==> config.mk <==
export PLATFORM = sky130hd
export DESIGN_NAME = bsg_bladerunner_rom_reader
export DESIGN_NICKNAME = d
export VERILOG_FILES = /design/src/rtl/bsg_bladerunner_rom_reader.sv
export SDC_FILE = /design/constraint.sdc
export NUM_CORES = 1
export LEC_CHECK = 0
export ABC_CLOCK_PERIOD_IN_PS = 4000
export CAP_MARGIN = 5
export CORE_ASPECT_RATIO = 0.8
export CORE_MARGIN = 3
export CORE_UTILIZATION = 53
export CTS_BUF_LIST = sky130_fd_sc_hd__clkbuf_16
export CTS_CLUSTER_DIAMETER = 40
export DETAILED_ROUTE_END_ITERATION = 6
export HOLD_SLACK_MARGIN = 0.03
export MAX_ROUTING_LAYER = met4
export PLACE_DENSITY = 0.8
export SYNTH_ARGS = -nofsm -noshare
export SYNTH_HDL_FRONTEND = slang
export SYNTH_SLANG_ARGS = --single-unit
==> constraint.sdc <==
create_clock -name clk_i -period 4 [get_ports clk_i]
set_clock_uncertainty 0.1 [all_clocks]
set_input_delay 0.8 -clock clk_i [delete_from_list [all_inputs] [get_ports clk_i]]
set_output_delay 0.8 -clock clk_i [all_outputs]
set_load 0.05 [all_outputs]
==> src/rtl/bsg_bladerunner_rom_reader.sv <==
// bsg_bladerunner_rom_reader: walks the configuration ROM with credit-limited word loads and streams the returned words
//   clk_i, reset_n_i      : clock, asynchronous active-low reset
//   start_i, num_words_i  : begin a run of num_words_i loads (sampled in IDLE only)
//   busy_o, done_o        : run in progress / one-cycle end-of-run pulse
//   error_o               : sticky, a response arrived with nothing outstanding
//   req_v_o, req_addr_o, req_ready_i : load requests toward the ROM endpoint
//   resp_v_i, resp_data_i : returned load data, cannot be back-pressured
//   data_v_o, data_o, data_ready_i   : buffered words toward the host
module bsg_bladerunner_rom_reader #(
    parameter int                      addr_width_p      = 32,
    parameter int                      data_width_p      = 32,
    parameter int                      rom_els_p         = 256,
    parameter logic [addr_width_p-1:0] base_addr_p       = '0,
    parameter int                      max_out_credits_p = 4,
    parameter int                      fifo_els_p        = 4
) (
    input  logic                             clk_i,
    input  logic                             reset_n_i,
    input  logic                             start_i,
    input  logic [$clog2(rom_els_p+1)-1:0]   num_words_i,
    output logic                             busy_o,
    output logic                             done_o,
    output logic                             error_o,
    output logic                             req_v_o,
    output logic [addr_width_p-1:0]          req_addr_o,
    input  logic                             req_ready_i,
    input  logic                             resp_v_i,
    input  logic [data_width_p-1:0]          resp_data_i,
    output logic                             data_v_o,
    output logic [data_width_p-1:0]          data_o,
    input  logic                             data_ready_i
);
    localparam int cnt_w = $clog2(rom_els_p+1);
    localparam int out_w = $clog2(max_out_credits_p+1);
    localparam int fc_w  = $clog2(fifo_els_p+1);
    localparam int ptr_w = fifo_els_p > 1 ? $clog2(fifo_els_p) : 1;
    localparam int sum_w = $clog2(max_out_credits_p+fifo_els_p+1);

    typedef enum logic [1:0] {IDLE, ISSUE, DRAIN, DONE} state_e;

    state_e                  state_r, state_n;
    logic [cnt_w-1:0]        remaining_r, index_r;
    logic [out_w-1:0]        out_r;
    logic [fc_w-1:0]         count_r;
    logic [ptr_w-1:0]        rd_ptr_r, wr_ptr_r;
    logic [data_width_p-1:0] mem_r [fifo_els_p];
    logic                    error_r;
    logic                    start_acc, credit_ok, req_hs, resp_ok, resp_bad, pop;

    // Reserving FIFO space for every load in flight guarantees each response has a slot.
    assign credit_ok  = (out_r < out_w'(max_out_credits_p))
                     && (sum_w'(out_r) + sum_w'(count_r) < sum_w'(fifo_els_p));
    assign start_acc  = state_r == IDLE && start_i;
    assign req_v_o    = state_r == ISSUE && credit_ok;
    assign req_addr_o = state_r == ISSUE ? base_addr_p + addr_width_p'(index_r) : '0;
    assign req_hs     = req_v_o && req_ready_i;
    assign resp_ok    = resp_v_i && out_r != '0;
    assign resp_bad   = resp_v_i && out_r == '0;
    assign data_v_o   = count_r != '0;
    assign data_o     = mem_r[rd_ptr_r];
    assign pop        = data_v_o && data_ready_i;
    assign busy_o     = state_r != IDLE;
    assign done_o     = state_r == DONE;
    assign error_o    = error_r;

    always_comb begin
        state_n = state_r;
        unique case (state_r)
            IDLE:    state_n = start_i ? (num_words_i != '0 ? ISSUE : DONE) : IDLE;
            ISSUE:   state_n = req_hs && remaining_r == cnt_w'(1) ? DRAIN : ISSUE;
            DRAIN:   state_n = out_r == '0 && count_r == '0 ? DONE : DRAIN;
            default: state_n = IDLE;
        endcase
    end

    always_ff @(posedge clk_i or negedge reset_n_i) begin
        if (!reset_n_i) begin
            state_r     <= IDLE;
            remaining_r <= '0;
            index_r     <= '0;
            out_r       <= '0;
            count_r     <= '0;
            rd_ptr_r    <= '0;
            wr_ptr_r    <= '0;
            error_r     <= 1'b0;
        end else begin
            state_r <= state_n;
            if (start_acc) begin
                remaining_r <= num_words_i;
                index_r     <= '0;
            end else if (req_hs) begin
                remaining_r <= remaining_r - cnt_w'(1);
                index_r     <= index_r + cnt_w'(1);
            end
            out_r   <= out_r + out_w'(req_hs) - out_w'(resp_ok);
            count_r <= count_r + fc_w'(resp_ok) - fc_w'(pop);
            if (resp_ok)
                wr_ptr_r <= wr_ptr_r == ptr_w'(fifo_els_p-1) ? '0 : wr_ptr_r + ptr_w'(1);
            if (pop)
                rd_ptr_r <= rd_ptr_r == ptr_w'(fifo_els_p-1) ? '0 : rd_ptr_r + ptr_w'(1);
            // A stray response is recorded even if it coincides with a new start.
            if (resp_bad)
                error_r <= 1'b1;
            else if (start_acc)
                error_r <= 1'b0;
        end
    end

    // Storage needs no reset: the head is only meaningful while data_v_o is high.
    always_ff @(posedge clk_i) begin
        if (resp_ok)
            mem_r[wr_ptr_r] <= resp_data_i;
    end
endmodule

==> impl_results.rst <==
.. list-table::
   :header-rows: 1

   * - Metric
     - Value
   * - Result of the run
     - completed
   * - Count of hold buffers inserted by post-cts repair
     - 0
   * - Final Routed Wirelength
     - 12.54 mm
   * - Depth of the CTS H-tree
     - 4
   * - # resized after CTS
     - 0
   * - Global route total overflow
     - 0
   * - Crit Path Category
     - reg -> out
   * - Area of the mapped netlist
     - around 0.0066 mm^2
   * - Peak supply drop
     - 0.4459 mV
   * - Worst slew slack as a fraction of its limit
     - 0.3814
   * - Total Routing Usage GR
     - 0.2004
   * - Antenna fix cells
     - 0
   * - Number of failing hold endpoints at the final stage
     - 0
   * - Setup bufs post-CTS
     - 0
   * - R2R cell count
     - 10
   * - Die X
     - ~130 um
   * - Critical R2R Capture
     - out_r[2]
   * - Layout Cells excl Fill
     - 664
   * - Source of the worst register-to-register timing path
     - out_r[2]
   * - Area growth from synthesis to layout
     - 24.70%
   * - Global-route wire length before repair
     - 20.26 mm
   * - FF+latch count, synth
     - roughly 160
   * - Startpoint of the most critical setup path
     - rd_ptr_r[0]
   * - Count of yosys warnings during synthesis
     - 0
   * - Async SR Flop Fraction
     - 0.1950
   * - TritonCTS clock tree
     - built
   * - Tcrit/Tclk final
     - 0.8882
   * - Total power divided by cell area
     - 803.7 mW/mm^2
   * - CP Max Fanout
     - 23
   * - Post-route antenna net violation count
     - 0
   * - Share of the synthesized area in the top cell type
     - 0.5793
   * - Initial core utilization
     - 0.5591
   * - Required time at the endpoint of the critical path
     - a little over 3 ns
   * - Antenna violations before repair
     - 0
   * - Fill cell instance count of the final layout
     - 751
   * - Cells after DPL
     - 632
   * - Number of buffers added by the clock tree synthesis step
     - 17
   * - Quantity of I/O buffers inserted on ports
     - between 90 and 100
   * - Post-detailed-route wirelength per cell
     - 18.88 um
   * - Post-synthesis cell type with the largest combined area
     - sky130_fd_sc_hd__edfxtp_1
   * - Count of flip-flops with a built-in enable after synthesis
     - about 130
   * - Largest cells by area after synthesis
     - sky130_fd_sc_hd__edfxtp_1, sky130_fd_sc_hd__dfrtp_1, sky130_fd_sc_hd__mux4_2
   * - Max Freq
     - 281.5 MHz
   * - Leakage component of the power
     - 2.958 nW
   * - Share of post-route cells with drive strength above 1
     - 0.1707
   * - Transition at the pin with the smallest max-transition slack
     - 0.9250 ns
   * - Total negative setup slack
     - 0 ns
   * - Overall via count from detail_route
     - 3618
   * - Synthesized instance count
     - 381
   * - Class of the tightest hold or removal check
     - reg -> reg
   * - Number of global-route vias before repair
     - 3836
   * - Longest Clk Path Bufs
     - 2
   * - Clock Root Buffer
     - sky130_fd_sc_hd__clkbuf_16
   * - Pin count of the biggest net entering global routing
     - 33
   * - Startpoint class of the critical path
     - register
   * - Final setup violating endpoints
     - 0
   * - Main synth FF type
     - sky130_fd_sc_hd__edfxtp_1
   * - Clk slew on worst S/H paths
     - 0.07 ns
   * - Vias per std cell
     - 5.449
   * - Data arrival time at the worst-slack endpoint
     - 2.65 ns
   * - Worst slack on hold paths
     - 0.4258 ns
   * - Yosys cell types
     - 48
   * - Clock latency at the later pin of the worst-skew pair
     - 0.42 ns
   * - Die area
     - 0.01391 mm^2
   * - Max-cap violations
     - 0
   * - Height of the chip
     - 106.1 um
   * - Sequential-to-total area share from yosys stat
     - 0.6962
   * - Std-Cell Core Area
     - 0.01187 mm^2
   * - Drt drc
     - 0
   * - Number of max-slew violations in the final report
     - 0
   * - Total clock sinks
     - approximately 160
   * - Total number of placement rows
     - 35
   * - Worst reg-to-reg setup slack
     - 0.92 ns
   * - DR iter-0 viols
     - 282
   * - HPWL after detailed placement
     - 8.220 mm
   * - Kind of end point of the critical path
     - output pin
   * - Final total power
     - 0.006650 W
   * - Net count, final
     - 548
   * - Number of top-level design ports
     - 116
   * - Post-Route Utilization
     - 0.6972
   * - Critical path destination
     - data_o[31]
   * - Final estimated routing congestion in global placement
     - 0.8470
   * - Setup repair after global routing missed its margin
     - no
   * - First-pass iteration count of the detailed router
     - 5
   * - Final critical path time including I/O delays and setup
     - 3.553 ns
   * - Average instance area after synthesis
     - 17.41 um^2
-- cells in the final DEF, fill, tap and decap left out, types with 2 or more instances in the layout --
cell type                         instances
sky130_fd_sc_hd__nor3_1                   5
sky130_fd_sc_hd__buf_12                   2
sky130_fd_sc_hd__dfrtp_1                 30
sky130_fd_sc_hd__conb_1                  23
sky130_fd_sc_hd__clkdlybuf4s50_1         92
sky130_fd_sc_hd__and4_1                   2
sky130_fd_sc_hd__buf_4                    5
sky130_fd_sc_hd__and2_1                  10
sky130_fd_sc_hd__o221a_2                  2
sky130_fd_sc_hd__inv_8                    6
sky130_fd_sc_hd__inv_1                   16
sky130_fd_sc_hd__o31ai_1                  8
sky130_fd_sc_hd__and2_2                   4
sky130_fd_sc_hd__nor2_1                   9
sky130_fd_sc_hd__a221o_1                  2
sky130_fd_sc_hd__clkbuf_16               17
sky130_fd_sc_hd__a21oi_1                  7
sky130_fd_sc_hd__o21ai_0                  2
sky130_fd_sc_hd__ha_1                    14
sky130_fd_sc_hd__nand3_1                  7
sky130_fd_sc_hd__inv_6                    4
sky130_fd_sc_hd__nand2_1                 14
sky130_fd_sc_hd__o21ai_1                  6
sky130_fd_sc_hd__a31oi_1                  5
sky130_fd_sc_hd__xnor2_1                  3
sky130_fd_sc_hd__fa_1                     2
sky130_fd_sc_hd__nor4b_1                  2
sky130_fd_sc_hd__or3_1                    4
sky130_fd_sc_hd__edfxtp_1               128
sky130_fd_sc_hd__or4_1                    9
sky130_fd_sc_hd__clkinv_8                 2
sky130_fd_sc_hd__clkinv_4                 2
sky130_fd_sc_hd__mux4_2                  32
-- state kept, by name, summed over array words and instances, names as in the netlist --
signal / cells
state_r: 2
index_r: 9
wr_ptr_r: 2
remaining_r: 9
count_r: 3
mem_r: 128
error_o: 1
out_r: 3
rd_ptr_r: 2
-- stage by stage --
step	instance area (um^2)	worst slack, ns
floorplan	6718	1.029
global placement	7689	0.8433
detailed placement	7689	0.7702
CTS	8274	0.3773
global route	8274	0.2955
finish	8274	0.4471
-- critical path, stage by stage (launching register included) --
cell	delay (ns)
sky130_fd_sc_hd__dfrtp_2	0.67
sky130_fd_sc_hd__buf_12	0.28
sky130_fd_sc_hd__mux4_2	0.53
sky130_fd_sc_hd__clkdlybuf4s50_1	0.74
-- where the power goes --
group	total (W)	leakage, nW	internal (W)	switching [W]
registers	0.00239	1.56	0.00218	0.000213
clock network	0.00156	0.286	0.000839	0.000724
logic	0.00269	1.11	0.00103	0.00166
-- layer usage --
layer  vias up  GRT usage  part of all wire
li1       1665          -                 -
met1      1840     0.2717              0.44
met2       102     0.2989              0.50
met3        11    0.05224             0.045
met4         0    0.06828             0.011
met5         -          -                 0
-- worst min-delay path by stage --
stage,startpoint,end,cells past startpoint
floorplan,count_r[2],count_r[2],1
global placement,count_r[2],count_r[2],1
detailed placement,error_o,error_o,1
CTS,count_r[2],count_r[2],1
global route,count_r[2],count_r[2],1
finish,error_o,error_o,1
-- cell usage after synthesis, types with 2 or more instances --
library cell / count
sky130_fd_sc_hd__edfxtp_1: 128
sky130_fd_sc_hd__mux4_2: 32
sky130_fd_sc_hd__dfrtp_1: 31
sky130_fd_sc_hd__buf_4: 23
sky130_fd_sc_hd__inv_1: 16
sky130_fd_sc_hd__and2_1: 14
sky130_fd_sc_hd__ha_1: 14
sky130_fd_sc_hd__nand2_1: 14
sky130_fd_sc_hd__nor2_1: 9
sky130_fd_sc_hd__or4_1: 9
sky130_fd_sc_hd__o31ai_1: 8
sky130_fd_sc_hd__a21oi_1: 7
sky130_fd_sc_hd__clkbuf_1: 7
sky130_fd_sc_hd__nand3_1: 7
sky130_fd_sc_hd__o21ai_1: 6
sky130_fd_sc_hd__a31oi_1: 5
sky130_fd_sc_hd__nor3_1: 5
sky130_fd_sc_hd__buf_2: 4
sky130_fd_sc_hd__or3_1: 4
sky130_fd_sc_hd__xnor2_1: 3
sky130_fd_sc_hd__a221o_1: 2
sky130_fd_sc_hd__and4_1: 2
sky130_fd_sc_hd__buf_6: 2
sky130_fd_sc_hd__fa_1: 2
sky130_fd_sc_hd__nor4b_1: 2
sky130_fd_sc_hd__o21ai_0: 2
sky130_fd_sc_hd__o221a_2: 2
-- cells by family (layout without fill, tap and decap cells) --
kind of cell / after synthesis / in the layout / share of synthesized area
AO/OA/AOI/OAI: 39 / 39 / 0.04036
XOR/XNOR: 4 / 4 / 0.005281
adder cells (fa/ha/maj): 16 / 16 / 0.03244
buffers and inverters: 53 / 148 / 0.04639
flip-flops: 159 / 159 / 0.6962
multiplexers: 33 / 33 / 0.1103
other: 1 / 23 / 0.0005652
AND/OR/NAND/NOR: 76 / 76 / 0.06845
-- final cells by class --
type / count / area, um^2 / share of cell area
clock buffers: 17 / 425.4 / 0.05141
clock inverters: 15 / 160.2 / 0.01936
inverters: 17 / 66.31 / 0.008015
multi-input cells: 191 / 1795 / 0.2170
flip-flops and latches: 159 / 4621 / 0.5584
well taps: 166 / 207.7 / 0.02510
repair buffers: 99 / 998.5 / 0.1207
(Power assumes the default switching activity.)
